[src/rtl/rps_match_scorer.sv]
// Rock-paper-scissors match scorer: tallies round results and flags the match winner.
// Ports: clk, rst_n, ena, result_valid, result[1:0], clear in; p1/p2_score, round_count,
// round_done, match_over, match_winner[1:0], invalid_count out.
// Optional feature: define RPS_SCORER_INVALID_CNT_EN to build the invalid-result counter.
module rps_match_scorer #(
  parameter int WIN_TARGET = 3
) (
  input  logic       clk,
  input  logic       rst_n,
  input  logic       ena,
  input  logic       result_valid,
  input  logic [1:0] result,
  input  logic       clear,
  output logic [3:0] p1_score,
  output logic [3:0] p2_score,
  output logic [3:0] round_count,
  output logic       round_done,
  output logic       match_over,
  output logic [1:0] match_winner,
  output logic [3:0] invalid_count
);

  typedef enum logic [1:0] {
    IDLE = 2'd0,
    PLAY = 2'd1,
    OVER = 2'd2
  } state_t;

  localparam logic [3:0] WIN = 4'(WIN_TARGET);

  state_t state_q, state_d;

  logic       accept;
  logic       p1_pt, p2_pt;
  logic       p1_win, p2_win;
  logic [3:0] p1_inc, p2_inc;
  logic [3:0] rc_inc;

  logic [3:0] p1_d, p2_d, rc_d;
  logic       done_d, over_d;
  logic [1:0] winner_d;

  assign accept = ena & result_valid & ~clear
                & (state_q != OVER);
  assign p1_pt  = (result == 2'b01);
  assign p2_pt  = (result == 2'b10);
  assign p1_inc = p1_score + 4'd1;
  assign p2_inc = p2_score + 4'd1;
  assign p1_win = p1_pt & (p1_inc == WIN);
  assign p2_win = p2_pt & (p2_inc == WIN);
  assign rc_inc = (round_count == 4'hF) ?
                  round_count : round_count + 4'd1;

  // state register (outputs are registered alongside it)
  always_ff @(posedge clk or negedge rst_n) begin
    if (!rst_n) begin
      state_q      <= IDLE;
      p1_score     <= '0;
      p2_score     <= '0;
      round_count  <= '0;
      round_done   <= 1'b0;
      match_over   <= 1'b0;
      match_winner <= '0;
    end else begin
      state_q      <= state_d;
      p1_score     <= p1_d;
      p2_score     <= p2_d;
      round_count  <= rc_d;
      round_done   <= done_d;
      match_over   <= over_d;
      match_winner <= winner_d;
    end
  end

  // next state
  always_comb begin
    state_d = state_q;
    unique case (1'b1)
      !ena:                        state_d = state_q;
      ena & clear:                 state_d = IDLE;
      accept & (p1_win | p2_win):  state_d = OVER;
      accept & ~(p1_win | p2_win): state_d = PLAY;
      default:                     state_d = state_q;
    endcase
  end

  // next registered outputs
  always_comb begin
    p1_d     = p1_score;
    p2_d     = p2_score;
    rc_d     = round_count;
    done_d   = 1'b0;
    winner_d = match_winner;
    unique case (1'b1)
      ena & clear: begin
        p1_d     = '0;
        p2_d     = '0;
        rc_d     = '0;
        winner_d = '0;
      end
      accept: begin
        rc_d   = rc_inc;
        done_d = 1'b1;
        if (p1_pt) p1_d = p1_inc;
        if (p2_pt) p2_d = p2_inc;
        if (p1_win) winner_d = 2'b01;
        if (p2_win) winner_d = 2'b10;
      end
      default: ;
    endcase
    over_d = (state_d == OVER);
  end

`ifdef RPS_SCORER_INVALID_CNT_EN
  logic [3:0] inv_q;

  always_ff @(posedge clk or negedge rst_n) begin
    if (!rst_n) begin
      inv_q <= '0;
    end else if (ena & clear) begin
      inv_q <= '0;
    end else if (accept & (result == 2'b11)
                 & (inv_q != 4'hF)) begin
      inv_q <= inv_q + 4'd1;
    end
  end

  assign invalid_count = inv_q;
`else
  assign invalid_count = '0;
`endif

endmodule

[config.mk]
export PLATFORM = sky130hd
export DESIGN_NAME = rps_match_scorer
export DESIGN_NICKNAME = d
export VERILOG_FILES = /design/src/rtl/rps_match_scorer.sv
export SDC_FILE = /design/constraint.sdc
export NUM_CORES = 1
export LEC_CHECK = 0
export ABC_AREA = 1
export CAP_MARGIN = 20
export CORE_MARGIN = 8
export CORE_UTILIZATION = 47
export CTS_BUF_LIST = sky130_fd_sc_hd__clkbuf_16
export CTS_CLUSTER_SIZE = 14
export DETAILED_ROUTE_END_ITERATION = 16
export PLACE_DENSITY = 0.78
export SYNTH_ARGS = -nofsm -noshare
export SYNTH_HDL_FRONTEND = slang
export SYNTH_SLANG_ARGS = --single-unit
[constraint.sdc]
create_clock -name clk -period 1.87 [get_ports clk]
set_clock_uncertainty 0.15 [all_clocks]
set_input_delay 0.4675 -clock clk [delete_from_list [all_inputs] [get_ports clk]]
set_output_delay 0.4675 -clock clk [all_outputs]
set_load 0.05 [all_outputs]
[Word level (Yosys, flattened, before mapping)]
Cells that the tools add are included.
Operators by class
  add/sub/neg operators: 3
  $mul: 0
  div/mod/pow operators: 0
  magnitude comparators: 0
  equality and inequality tests: 11
  shift-type cells: 0
  multiplexer cells: 11
  bitwise logic cells: 11
  reductions and logical operators: 5
Operators with widths (number)
  4-bit case mux with 2 select lines: 3
  4-bit by 1-bit adder with 4-bit output (second input constant): 3
  4-bit 2-to-1 mux: 3
  1-bit AND: 8
  4-bit by 2-bit == test with 1-bit output (second input constant): 2
  2-bit AND reduction: 4
  2-bit case mux with 3 select lines: 1
  2-bit == test (second input constant): 2
  4-bit == test (second input constant): 1
  2-bit 2-to-1 mux: 2
  2-bit by 1-bit inequality test with 1-bit output (second input constant): 2
  2-bit inequality test (second input constant): 2
  2-bit case mux with 2 select lines: 1
  3-bit by 1-bit inequality test with 1-bit output (second input constant): 1
  2-bit by 1-bit == test with 1-bit output (second input constant): 1
  1-bit NOT: 2
  2-bit nonzero test: 1
  1-bit 2-to-1 mux: 1
  1-bit bitwise OR: 1
Storage, ports and cells
  register bits after elaboration: 18
  bits in latches: 0
  memory bits (writable): 0
  memory bits (read-only): 0
  output and inout bits: 20
  word-level logic and storage cells: 48
  memories: 0

[Longest topological paths before layout]
  depth after elaboration: 8
  depth in mapped cells: 10
  depth with buffers taken out: 10

[Worst setup path after synthesis]
OpenSTA, ideal clock, no wires.
  path kind: register to register
  start: register p2_score[0]
  end: register match_winner[0]
  data arrival time: 1.506 ns
  data required time: 1.601 ns
  setup slack: 0.095 ns
  cell stages (with the launch flop): 11
  cells stage by stage: dfrtp_1 -> ha_1 -> inv_1 -> nand2_1 -> nand2_1 -> nor2_2 -> nand2_1 -> nand3_1 -> nand2_1 -> nand2_1 -> nand2_1
On the way
  word-level cells in the longest chain between the ends: 5
  elaborated cells on any way between the ends: 7
  those cells by class: add/sub: 1; eq/ne: 2; mux: 2; bitwise: 1; reduce/logical: 1
Ends and longest elaborated chain
  from (decl): line 15  | output logic [3:0] p2_score,
  from (signal assigned): line 67  | p2_score <= p2_d;
  4-bit by 1-bit adder with 4-bit output *: line 48  | assign p2_inc = p2_score + 4'd1;
  4-bit by 2-bit == test with 1-bit output *: line 50  | assign p2_win = p2_pt & (p2_inc == WIN);
  1-bit AND *: line 50
  2-bit 2-to-1 mux or 3-bit by 1-bit inequality test with 1-bit output (tied branches)
  2-bit case mux with 2 select lines or 2-bit AND reduction (tied branches)
  to (signal assigned): line 71  | match_winner <= winner_d;
  to (decl): line 19  | output logic [1:0] match_winner,
Every way passes the cells marked *; elsewhere a longest branch is shown, timed or not.
A chain may end at the register's enable or synchronous reset.

[Worst setup path after layout]
Same ends and word-level chain as after synthesis.

==> PnR_summary.wiki <==
{| class="wikitable"
! Metric !! Value
|-
| Die Width || 62.0 um
|-
| Post-Synthesis Cells || 116
|-
| Logic depth of the worst register-to-register path || 10
|-
| Endpoint kind of the worst setup timing path || flop
|-
| Hold Vio Cnt, Final || 0
|-
| Highest clock frequency the design can meet || 598 MHz
|-
| Die area || 3850 um2
|-
| Count of placed standard cells in the final layout, fillers left out || 176
|-
| Post-synth design cell area || 996 um2
|-
| Outcome || completed
|-
| Post-detailed-route via-to-cell ratio || 5.15
|-
| Total power density per cell area || 693 nW/um2
|-
| Synth async-reset ratio || 1.00
|-
| Die height || 62.0 um
|-
| Reg-to-reg startpoint || p2_score[0]
|-
| Via count of the first global-routing pass || 925
|-
| Final Cell Area || 1510 um2
|-
| Leading cell types by total area after synthesis || sky130_fd_sc_hd__dfrtp_1 (45%), sky130_fd_sc_hd__nand2_1 (9.8%), sky130_fd_sc_hd__nand3_1 (9.5%), sky130_fd_sc_hd__ha_1 (6.3%), sky130_fd_sc_hd__inv_1 (3.8%)
|-
| Worst Hold Class || input port to async pin
|-
| WP data arrival || 1.66 ns
|-
| Post-CTS Setup Repair Bufs || 0
|-
| Core region area || 1980 um2
|-
| Most frequent cells after synthesis || sky130_fd_sc_hd__nand2_1 (26), sky130_fd_sc_hd__nand3_1 (19), sky130_fd_sc_hd__dfrtp_1 (18), sky130_fd_sc_hd__inv_1 (10), sky130_fd_sc_hd__o21ai_1 (6)
|-
| Aggregate routed wire length || 2460 um
|-
| Number of remaining DRC errors || 0
|-
| CTS H-tree lvls || 1
|-
| Length of the first detailed-routing pass in iterations || 4
|-
| Setup WS post-layout || 0.197 ns
|-
| Growth of design area from synthesis to finish || 51.4%
|-
| Placer congestion estimate || 0.836
|-
| Synth Flop Type || sky130_fd_sc_hd__dfrtp_1
|-
| Post-Syn Area per Cell || 8.59 um2
|-
| Detailed placer's ending HPWL || 1920 um
|-
| Warning count from the yosys run || 0
|-
| Count of input and output buffers || 22
|-
| Library cell used as clock root buffer || sky130_fd_sc_hd__clkbuf_16
|-
| Clock input transition at the sequential cells of the worst setup and hold paths || 0.05 ns
|-
| Number of enable-type register cells in the synthesized netlist || 0
|-
| Maximum cell stage delay along the critical path || 0.49 ns
|-
| Diodes inserted || 0
|-
| Most numerous cell in the Yosys netlist || sky130_fd_sc_hd__nand2_1
|-
| Number of top-level pins || 27
|-
| Leakage power || 0.717 nW
|-
| Clock period minus final worst setup slack || 1.67 ns
|-
| Max Cap Viol || 0
|-
| CTS tree || yes
|-
| Proportion of synthesized chip area in sequential cells || 0.452
|-
| Final clock period utilization by the worst path || 0.895
|-
| CP Launch Point || p2_score[0]
|-
| WS Path Type || flop to flop
|-
| Total overflow reported by the global router || 0
|-
| Cell variety after synth || 22
|-
| Net total in the final layout || 162
|-
| Cell type with the highest occurrence count on the critical path || sky130_fd_sc_hd__nand2_1
|-
| Accumulated negative setup slack || 0 ns
|-
| Cts repair resizes || 0
|-
| Clk Latency, worst-skew pair || 0.25 ns
|-
| Portion of synthesized cell area occupied by the leading cell type || 0.452
|-
| Number of routed nets with antenna violations || 0
|-
| WP data required || 1.86 ns
|-
| Row count || 16
|-
| Number of antenna violations at the first check in global routing || 0
|-
| Total Power Consumption || 1.05 mW
|-
| Iteration-0 DRC Markers || 15
|-
| Mean routed wirelength per cell || 13.9 um
|-
| Worst setup slack after placement || -0.0432 ns
|-
| Max-slew violation total from the final report || 0
|-
| Total routing usage reported by global routing || 0.147
|-
| Crit-path slowest cell || sky130_fd_sc_hd__dfrtp_1
|-
| Final setup vio count || 0
|-
| First-pass GRT wire length || 4090 um
|-
| Hold Slack || 0.401 ns
|-
| Placed Area || 1430 um2
|-
| Clock buffer depth || 2
|-
| Cell type with the largest total area after synthesis || sky130_fd_sc_hd__dfrtp_1
|-
| Routed vias || 907
|-
| Startpoint class of the critical path || flop
|-
| Post-layout util || 0.761
|-
| Crit path max fanout || 7
|-
| Max IR drop VDD || 606 uV
|-
| Initial core utilization || 0.503
|-
| Number of buffers created by CTS || 3
|-
| Number of flip-flops and latches in the synthesized netlist || 18
|-
| Setup repair after global routing missed its margin || false
|-
| Cell breakdown of the critical path || ha_1 -> inv_1 -> nand2_1 -> nand2_1 -> nor2_2 -> nand2_1 -> nand3_1 -> nand2_1 -> nand2_1 -> nand2_1
|-
| Number of instances in the placed design || 172
|-
| Largest net degree at the start of global routing || 19
|-
| Fraction of final layout cells with drive strength greater than 1 || 0.275
|-
| CTS hold repair buffers || 0
|-
| Clk sink count || 18
|}
==> worst paths after layout <==
check / endpoint / slack, ns
max: match_winner[0] / 0.20
min: p1_score[1] / 0.40
max reg2reg: match_winner[0] / 0.20
min reg2reg: match_winner[0] / 0.40
max in group asynchronous: match_winner[0] / 0.98
min in group clk: match_winner[0] / 0.40
==> cells by family after synthesis <==
kind of cell             Yosys count  synth area share
AND/OR/NAND/NOR                   59             0.309
buffers and inverters             20            0.0967
flip-flops                        18             0.452
AO/OA/AOI/OAI                     11            0.0578
adder cells (fa/ha/maj)            5            0.0628
XOR/XNOR                           2            0.0176
other                              1           0.00377
==> layout make-up <==
type	count	area, um2
Clock buffer	3	75.1
Clock inverter	1	3.75
Fill cell	136	474
Inverter	15	61.3
Multi-Input combinational cell	81	460
Sequential cell	18	450
Tap cell	27	33.8
Timing Repair Buffer	31	423
==> flip-flops by register name, indices dropped and copies added (netlist names) <==
signal / flops
round_count: 4
match_over: 1
p2_score: 4
state_q: 2
p1_score: 4
round_done: 1
match_winner: 2
==> report_power, final <==
part | internal (mW) | switching [mW]
clock | 0.284 | 0.143
combinational | 0.0790 | 0.112
sequential | 0.403 | 0.0237
==> worst max-delay path, delay by kind of cell, from the launching register on <==
family / cells / cell delay (ns)
buffers and inverters: 1 / 0.05
DFF: 1 / 0.49
and+or+nand+nor: 8 / 0.66
adders and majority gates: 1 / 0.22
==> metal layers <==
metal	routed length [um]	vias to the layer above	global-route usage
li1	-	439	-
met1	951	432	0.144
met2	1320	31	0.270
met3	135	5	0.0432
met4	46	0	0.0812
met5	0	-	0
==> layout by cell type (no fill, tap or decap), types with 4 or more instances in the layout <==
| cell type | instances |
|---|---|
| sky130_fd_sc_hd__buf_12 | 14 |
| sky130_fd_sc_hd__buf_4 | 11 |
| sky130_fd_sc_hd__clkdlybuf4s50_1 | 6 |
| sky130_fd_sc_hd__conb_1 | 4 |
| sky130_fd_sc_hd__dfrtp_1 | 18 |
| sky130_fd_sc_hd__ha_1 | 5 |
| sky130_fd_sc_hd__inv_1 | 10 |
| sky130_fd_sc_hd__inv_2 | 4 |
| sky130_fd_sc_hd__nand2_1 | 26 |
| sky130_fd_sc_hd__nand3_1 | 19 |
| sky130_fd_sc_hd__nor2_1 | 4 |
| sky130_fd_sc_hd__o21ai_1 | 6 |
(Power assumes the default switching activity.)
